===== config.mk =====
export PLATFORM = sky130hd
export DESIGN_NAME = led_fade_driver
export DESIGN_NICKNAME = d
export VERILOG_FILES = /design/src/rtl/led_pkg.sv /design/src/rtl/led_pwm_channel.sv /design/src/rtl/led_fade_driver.sv
export SDC_FILE = /design/constraint.sdc
export NUM_CORES = 1
export LEC_CHECK = 0
export ABC_AREA = 1
export CELL_PAD_IN_SITES_DETAIL_PLACEMENT = 1
export CELL_PAD_IN_SITES_GLOBAL_PLACEMENT = 1
export CORE_MARGIN = 4
export CORE_UTILIZATION = 34
export CTS_CLUSTER_SIZE = 28
export DETAILED_ROUTE_END_ITERATION = 10
export PLACE_DENSITY_LB_ADDON = 0.1
export SETUP_SLACK_MARGIN = 0.2
export SLEW_MARGIN = 20
export SYNTH_ARGS = -nofsm -noshare
export SYNTH_HDL_FRONTEND = slang
export SYNTH_SLANG_ARGS = --single-unit

===== constraint.sdc =====
create_clock -name clk -period 11.8 [get_ports clk]
set_input_delay 2.36 -clock clk [delete_from_list [all_inputs] [get_ports clk]]
set_output_delay 2.36 -clock clk [all_outputs]
set_load 0.05 [all_outputs]

===== src/rtl/led_pkg.sv =====
`default_nettype none
// ============================================================================
//  Module      : led_pkg
//  Description : Shared constants and types for the LED pattern sequencer and
//                the LED fade driver. Provides channel count, PWM resolution,
//                default prescaler divisors, the system clock rate and a
//                counter-width helper.
//  Revision    : 1.0 - initial release
// ============================================================================
package led_pkg;

    localparam int NUM_LED          = 4;
    localparam int PWM_BITS         = 8;
    localparam int CLK_HZ           = 50_000_000;
    // 50 MHz / 196 / 256 ~= 1 kHz PWM frame.
    localparam int PWM_DIV_DEFAULT  = 196;
    // 256 fade steps ~= 1 s full-scale ramp at 50 MHz.
    localparam int FADE_DIV_DEFAULT = 195_313;

    // Per-channel level update decision for one cycle.
    typedef enum logic [1:0] {
        STEP_HOLD = 2'd0,
        STEP_UP   = 2'd1,
        STEP_DOWN = 2'd2,
        STEP_JUMP = 2'd3
    } step_e;

    // Width of a prescaler counting 0..div-1; never less than one bit so a
    // divide-by-one prescaler still has a legal (constant-zero) register.
    function automatic int ctr_width(input int div);
        return (div > 1) ? $clog2(div) : 1;
    endfunction

endpackage : led_pkg
`default_nettype wire


===== src/rtl/led_pwm_channel.sv =====
`default_nettype none
// ============================================================================
//  Module      : led_pwm_channel
//  Description : One LED channel: brightness level register that either jumps
//                to or ramps (one step per fade tick) toward its target, plus
//                the PWM comparator and registered pin drive.
//  Ports       : clk, rst        - clock, synchronous active-high reset
//                i_req           - channel requested on
//                i_max_level     - brightness of an "on" channel
//                i_fade_en       - 1 = ramp, 0 = jump to target
//                i_fade_tick     - one-cycle fade step strobe
//                i_pwm_cnt       - shared free-running PWM counter
//                o_pwm           - registered PWM drive
//                o_pending       - next level differs from target (comb.)
//  Revision    : 1.0 - initial release
// ============================================================================
module led_pwm_channel
    import led_pkg::*;
#(
    parameter int PWM_BITS = led_pkg::PWM_BITS
) (
    input  logic                clk,
    input  logic                rst,
    input  logic                i_req,
    input  logic [PWM_BITS-1:0] i_max_level,
    input  logic                i_fade_en,
    input  logic                i_fade_tick,
    input  logic [PWM_BITS-1:0] i_pwm_cnt,
    output logic                o_pwm,
    output logic                o_pending
);

    logic [PWM_BITS-1:0] r_level;
    logic                r_pwm;
    logic [PWM_BITS-1:0] w_target;
    logic [PWM_BITS-1:0] w_level_next;
    step_e               w_step;

    always_comb begin
        w_target = i_req ? i_max_level : '0;
        w_step   = STEP_HOLD;
        if (!i_fade_en) begin
            w_step = STEP_JUMP;
        end else if (i_fade_tick) begin
            // Stepping only toward a target inside the level range means the
            // level can never pass 0 or all-ones, so no wrap guard is needed.
            if (r_level < w_target) begin
                w_step = STEP_UP;
            end else if (r_level > w_target) begin
                w_step = STEP_DOWN;
            end
        end
    end

    always_comb begin
        w_level_next = r_level;
        case (w_step)
            STEP_UP:   w_level_next = r_level + PWM_BITS'(1);
            STEP_DOWN: w_level_next = r_level - PWM_BITS'(1);
            STEP_JUMP: w_level_next = w_target;
            default:   w_level_next = r_level;
        endcase
    end

    always_ff @(posedge clk) begin
        if (rst) begin
            r_level <= '0;
            r_pwm   <= 1'b0;
        end else begin
            r_level <= w_level_next;
            // Full-scale is forced high so the LED is truly constant-on
            // instead of dropping out for the one count where cnt==all-ones.
            r_pwm   <= (r_level == '1) || (r_level > i_pwm_cnt);
        end
    end

    assign o_pwm     = r_pwm;
    assign o_pending = (w_level_next != w_target);

endmodule : led_pwm_channel
`default_nettype wire


===== src/rtl/led_fade_driver.sv =====
`default_nettype none
// ============================================================================
//  Module      : led_fade_driver
//  Description : Drives the board LEDs from the pattern sequencer's request
//                through per-channel PWM with smooth fade-in/fade-out. Holds
//                the shared PWM and fade prescalers, the free-running PWM
//                counter and the registered busy flag.
//  Ports       : clk        - system clock (50 MHz)
//                rst        - synchronous active-high reset
//                led_req    - requested LED on/off pattern
//                max_level  - brightness of an "on" LED
//                fade_en    - 1 = ramp toward target, 0 = jump
//                led_pwm    - registered PWM drive to LED pins
//                busy       - registered: some channel not yet at target
//  Revision    : 1.0 - initial release
// ============================================================================
module led_fade_driver
    import led_pkg::*;
#(
    parameter int NUM_LED  = led_pkg::NUM_LED,
    parameter int PWM_BITS = led_pkg::PWM_BITS,
    parameter int PWM_DIV  = led_pkg::PWM_DIV_DEFAULT,
    parameter int FADE_DIV = led_pkg::FADE_DIV_DEFAULT
) (
    input  logic                clk,
    input  logic                rst,
    input  logic [NUM_LED-1:0]  led_req,
    input  logic [PWM_BITS-1:0] max_level,
    input  logic                fade_en,
    output logic [NUM_LED-1:0]  led_pwm,
    output logic                busy
);

    localparam int c_pwm_pre_w  = ctr_width(PWM_DIV);
    localparam int c_fade_pre_w = ctr_width(FADE_DIV);
    localparam logic [c_pwm_pre_w-1:0]  c_pwm_term  = c_pwm_pre_w'(PWM_DIV - 1);
    localparam logic [c_fade_pre_w-1:0] c_fade_term = c_fade_pre_w'(FADE_DIV - 1);

    logic [c_pwm_pre_w-1:0]  r_pwm_pre;
    logic [c_fade_pre_w-1:0] r_fade_pre;
    logic [PWM_BITS-1:0]     r_pwm_cnt;
    logic                    r_busy;
    logic                    w_pwm_tick;
    logic                    w_fade_tick;
    logic [NUM_LED-1:0]      w_pwm;
    logic [NUM_LED-1:0]      w_pending;

    // With PWM_DIV == 1 the terminal count is 0, so the tick is permanently
    // asserted and pwm_cnt advances every cycle.
    assign w_pwm_tick  = (r_pwm_pre == c_pwm_term);
    assign w_fade_tick = (r_fade_pre == c_fade_term);

    always_ff @(posedge clk) begin
        if (rst) begin
            r_pwm_pre  <= '0;
            r_fade_pre <= '0;
            r_pwm_cnt  <= '0;
            r_busy     <= 1'b0;
        end else begin
            r_pwm_pre  <= w_pwm_tick  ? '0 : r_pwm_pre  + c_pwm_pre_w'(1);
            r_fade_pre <= w_fade_tick ? '0 : r_fade_pre + c_fade_pre_w'(1);
            if (w_pwm_tick) begin
                r_pwm_cnt <= r_pwm_cnt + PWM_BITS'(1);
            end
            r_busy     <= |w_pending;
        end
    end

    for (genvar g = 0; g < NUM_LED; g++) begin : g_chan
        led_pwm_channel #(
            .PWM_BITS (PWM_BITS)
        ) u_chan (
            .clk         (clk),
            .rst         (rst),
            .i_req       (led_req[g]),
            .i_max_level (max_level),
            .i_fade_en   (fade_en),
            .i_fade_tick (w_fade_tick),
            .i_pwm_cnt   (r_pwm_cnt),
            .o_pwm       (w_pwm[g]),
            .o_pending   (w_pending[g])
        );
    end

    assign led_pwm = w_pwm;
    assign busy    = r_busy;

endmodule : led_fade_driver
`default_nettype wire


==> impl_metrics.csv <==
group,metric,value,unit
yosys,yosys-top-cells-area,"dfxtp_1 (21%), ha_1 (19%), nand2_1 (15%)",
floorplanning,core.rowCount,51,
min_path,hp-class,"reg2reg",
global_routing,globalRouteOverflowTotal,0,
setup_path,required,11.99,ns
power,pwr-share-clk,35.2,%
cells_and_area,antennaDiodeCount,0,
placement,place_area,7250,µm²
sta,hold_ws,0.452,ns
floorplanning,core_area,19600,µm²
cts,root_buffer,"clkbuf_16",
floorplanning,die_w,150,µm
yosys,yosysSeqAreaShare,20.8,%
cells_and_area,fin_nets,1200,
yosys,muxShareOfSynthArea,0,%
power,combPwrFrac,31.4,%
detailed_routing,drc,0,
cells_and_area,final_layout_size_suffix_gt1_share,3.32,%
floorplanning,die_y,150,µm
cells_and_area,fill_cells,2619,
sta,skew,0.00927,ns
yosys,async_reset_ff_share,0,%
placement,io_buffer_count,19,
cts,cts_tree,"built",
yosys,synthXorXnorAreaFrac,3.08,%
placement,hpwl,16800,µm
sta,post-route-period-util,53.1,%
detailed_routing,via_count,6741,
setup_path,cp_max_fo,9,
floorplanning,start_util,34.8,%
power,seq_power_share,33.4,%
power,p_int,518,µW
sta,setup_viol,0,
yosys,synth_cells,1068,
cts,clock_latency,0.36,ns
sta,rsz0062_at_grt,"false",
sta,slew_headroom,33.5,%
yosys,synthSimpleGateAreaFrac,32.7,%
sta,timing.final.ws_setup,5.53,ns
global_routing,antenna_found_initial,0,
floorplanning,design.die.area,22400,µm²
cts,post_cts_buffers,0,
cts,htreeDepth,3,
global_routing,grt_use_total,19.6,%
detailed_routing,wl,21100,µm
setup_path,critical_path_class,"in2reg",
global_routing,grt_pass1_wl,34800,µm
power,total_power,828,µW
yosys,synth_area_leader_cell,"dfxtp_1",
cts,cts.clk_slew.worst_paths,0.07,ns
yosys,synthAdderAreaFrac,20.1,%
cts,cts.sinks,71,
power,vdd_ir_drop_max,0.0733,mV
setup_path,worstPathArrival,6.46,ns
detailed_routing,avgRoutedWirePerCell,15.6,µm
placement,dp_cells,1332,
detailed_routing,ant_nets,0,
floorplanning,io_pins,20,
sta,tns,0,ns
power,switchingPower,311,µW
power,cellPowerDensity,110,nW/µm²
yosys,syn-num-nets,1190,
yosys,synth_top_family_by_area,"simple AND/OR/NAND/NOR gates",
sta,hold_viol,0,
cells_and_area,final_common_cell,"nand2_1",
cells_and_area,final_util,38.6,%
cts,hold_buffers,0,
yosys,avgSynthCellArea,6.39,µm²
cells_and_area,post-route-cell-area,7560,µm²
setup_path,critPathLaunchType,"primary input",
status,outcome,"completed",
cts,cts-buffers-inserted,9,
cells_and_area,mostFrequentLayoutCells,"nand2_1 (274), inv_1 (172), ha_1 (103)",
global_routing,grt_pass1_vias,6715,
sta,slew_viol_final,0,
sta,min_period,6.27,ns
cts,clock_path_buffers,2,
sta,tightest_slew,0.998,ns
yosys,synth-main-ff-cell,"dfxtp_1",
yosys,ys_types,39,
yosys,synth_area,6830,µm²
yosys,synth_seq_cells,71,
yosys,synth_edf_count,0,
power,swShare,37.5,%
detailed_routing,drt_iter0_drc,205,
placement,gp_congestion,0.819,
cells_and_area,synthToLayoutAreaGrowth,10.7,%
cts,ctsResizeCount,0,
cells_and_area,fin_cells,1348,
sta,timing.fmax,160,MHz
setup_path,critPathCaptureType,"flip-flop",
detailed_routing,drt_pass1_iterations,5,
yosys,yosysWarnings,0,
yosys,synth_compound_area_share,12.3,%
global_routing,grt_max_degree,42,
yosys,synth_top_area_share,20.8,%
power,leakagePower,3.79,nW
detailed_routing,vias_per_cell,5.00,
placement,pre_cts_slack,5.19,ns
run,cap_viol_max_count,0,
synth_stat cells (all sizes together) (5+ instances only):
cell	count
o211ai	9
a21oi	78
xor2	19
nand3	91
clkbuf	12
nor2	91
nand4	15
buf	9
o21ai	53
dfxtp	71
ha	103
nor3	11
nand3b	5
nor4	7
inv	174
or2	14
nor3b	5
xnor2	5
nand2	275
routing by layer:
| metal | vias to the layer above | share of wire (%) | GRT usage, % |
|---|---|---|---|
| li1 | 3498 | - | - |
| met1 | 3170 | 51 | 27.4 |
| met2 | 58 | 46 | 32.2 |
| met3 | 15 | 2.0 | 2.15 |
| met4 | 0 | 1.3 | 5.12 |
| met5 | - | 0 | 0 |
path summary, 6_finish.rpt:
kind / cells past startpoint / slack, ns / end / start
setup / recovery: 20 / 5.53 / busy / led_req[0]
hold / removal: 1 / 0.45 / r_pwm_pre[0] / r_pwm_pre[0]
setup reg to reg: 18 / 7.83 / busy / r_fade_pre[6]
hold reg to reg: 1 / 0.45 / r_pwm_pre[0] / r_pwm_pre[0]
state kept, by name, summed over array words and instances, names as in the netlist:
name                   flops
r_pwm_cnt                  8
r_fade_pre                18
r_pwm_pre                  8
g_chan.u_chan.r_level     32
busy                       1
g_chan.u_chan.o_pwm        4
cell families after synthesis:
kind of cell / Yosys count
fa+ha+maj: 107
simple gates: 515
xor+xnor: 24
buf+inv: 196
flops: 71
compound gates: 155
layout make-up:
type | instances | area [µm²] | area share, %
inverters | 175 | 657 | 8.69
well taps | 265 | 332 | 4.39
flip-flops and latches | 71 | 1420 | 18.8
clock inverters | 7 | 80.1 | 1.06
repair buffers | 20 | 193 | 2.55
clock buffers | 9 | 225 | 2.98
multi-input cells | 801 | 4650 | 61.5
worst max-delay path: stages:
cell,delay (ns)
clkdlybuf4s50_1,0.69
nand2_1,0.18
ha_1,0.32
a21oi_1,0.17
o21ai_0,0.09
nand2_1,0.06
o211ai_1,0.11
o21ai_0,0.26
inv_1,0.11
ha_1,0.35
fa_1,0.53
a21oi_1,0.07
o21ai_0,0.08
o21ai_0,0.16
xor2_1,0.17
or2_1,0.24
nor2_1,0.15
nand3_1,0.15
nor2_1,0.12
a21oi_1,0.07
power by group through the flow:
stage | logic, mW | registers, mW | clock network (mW)
final | 0.260 | 0.277 | 0.292
after global routing | 0.302 | 0.279 | 0.308
after CTS | 0.262 | 0.277 | 0.300
after detailed placement | 0.260 | 0.283 | 0
after global placement | 0.257 | 0.283 | 0
after floorplan | 0.197 | 0.273 | 0
Power figures use the tool's default switching activity.
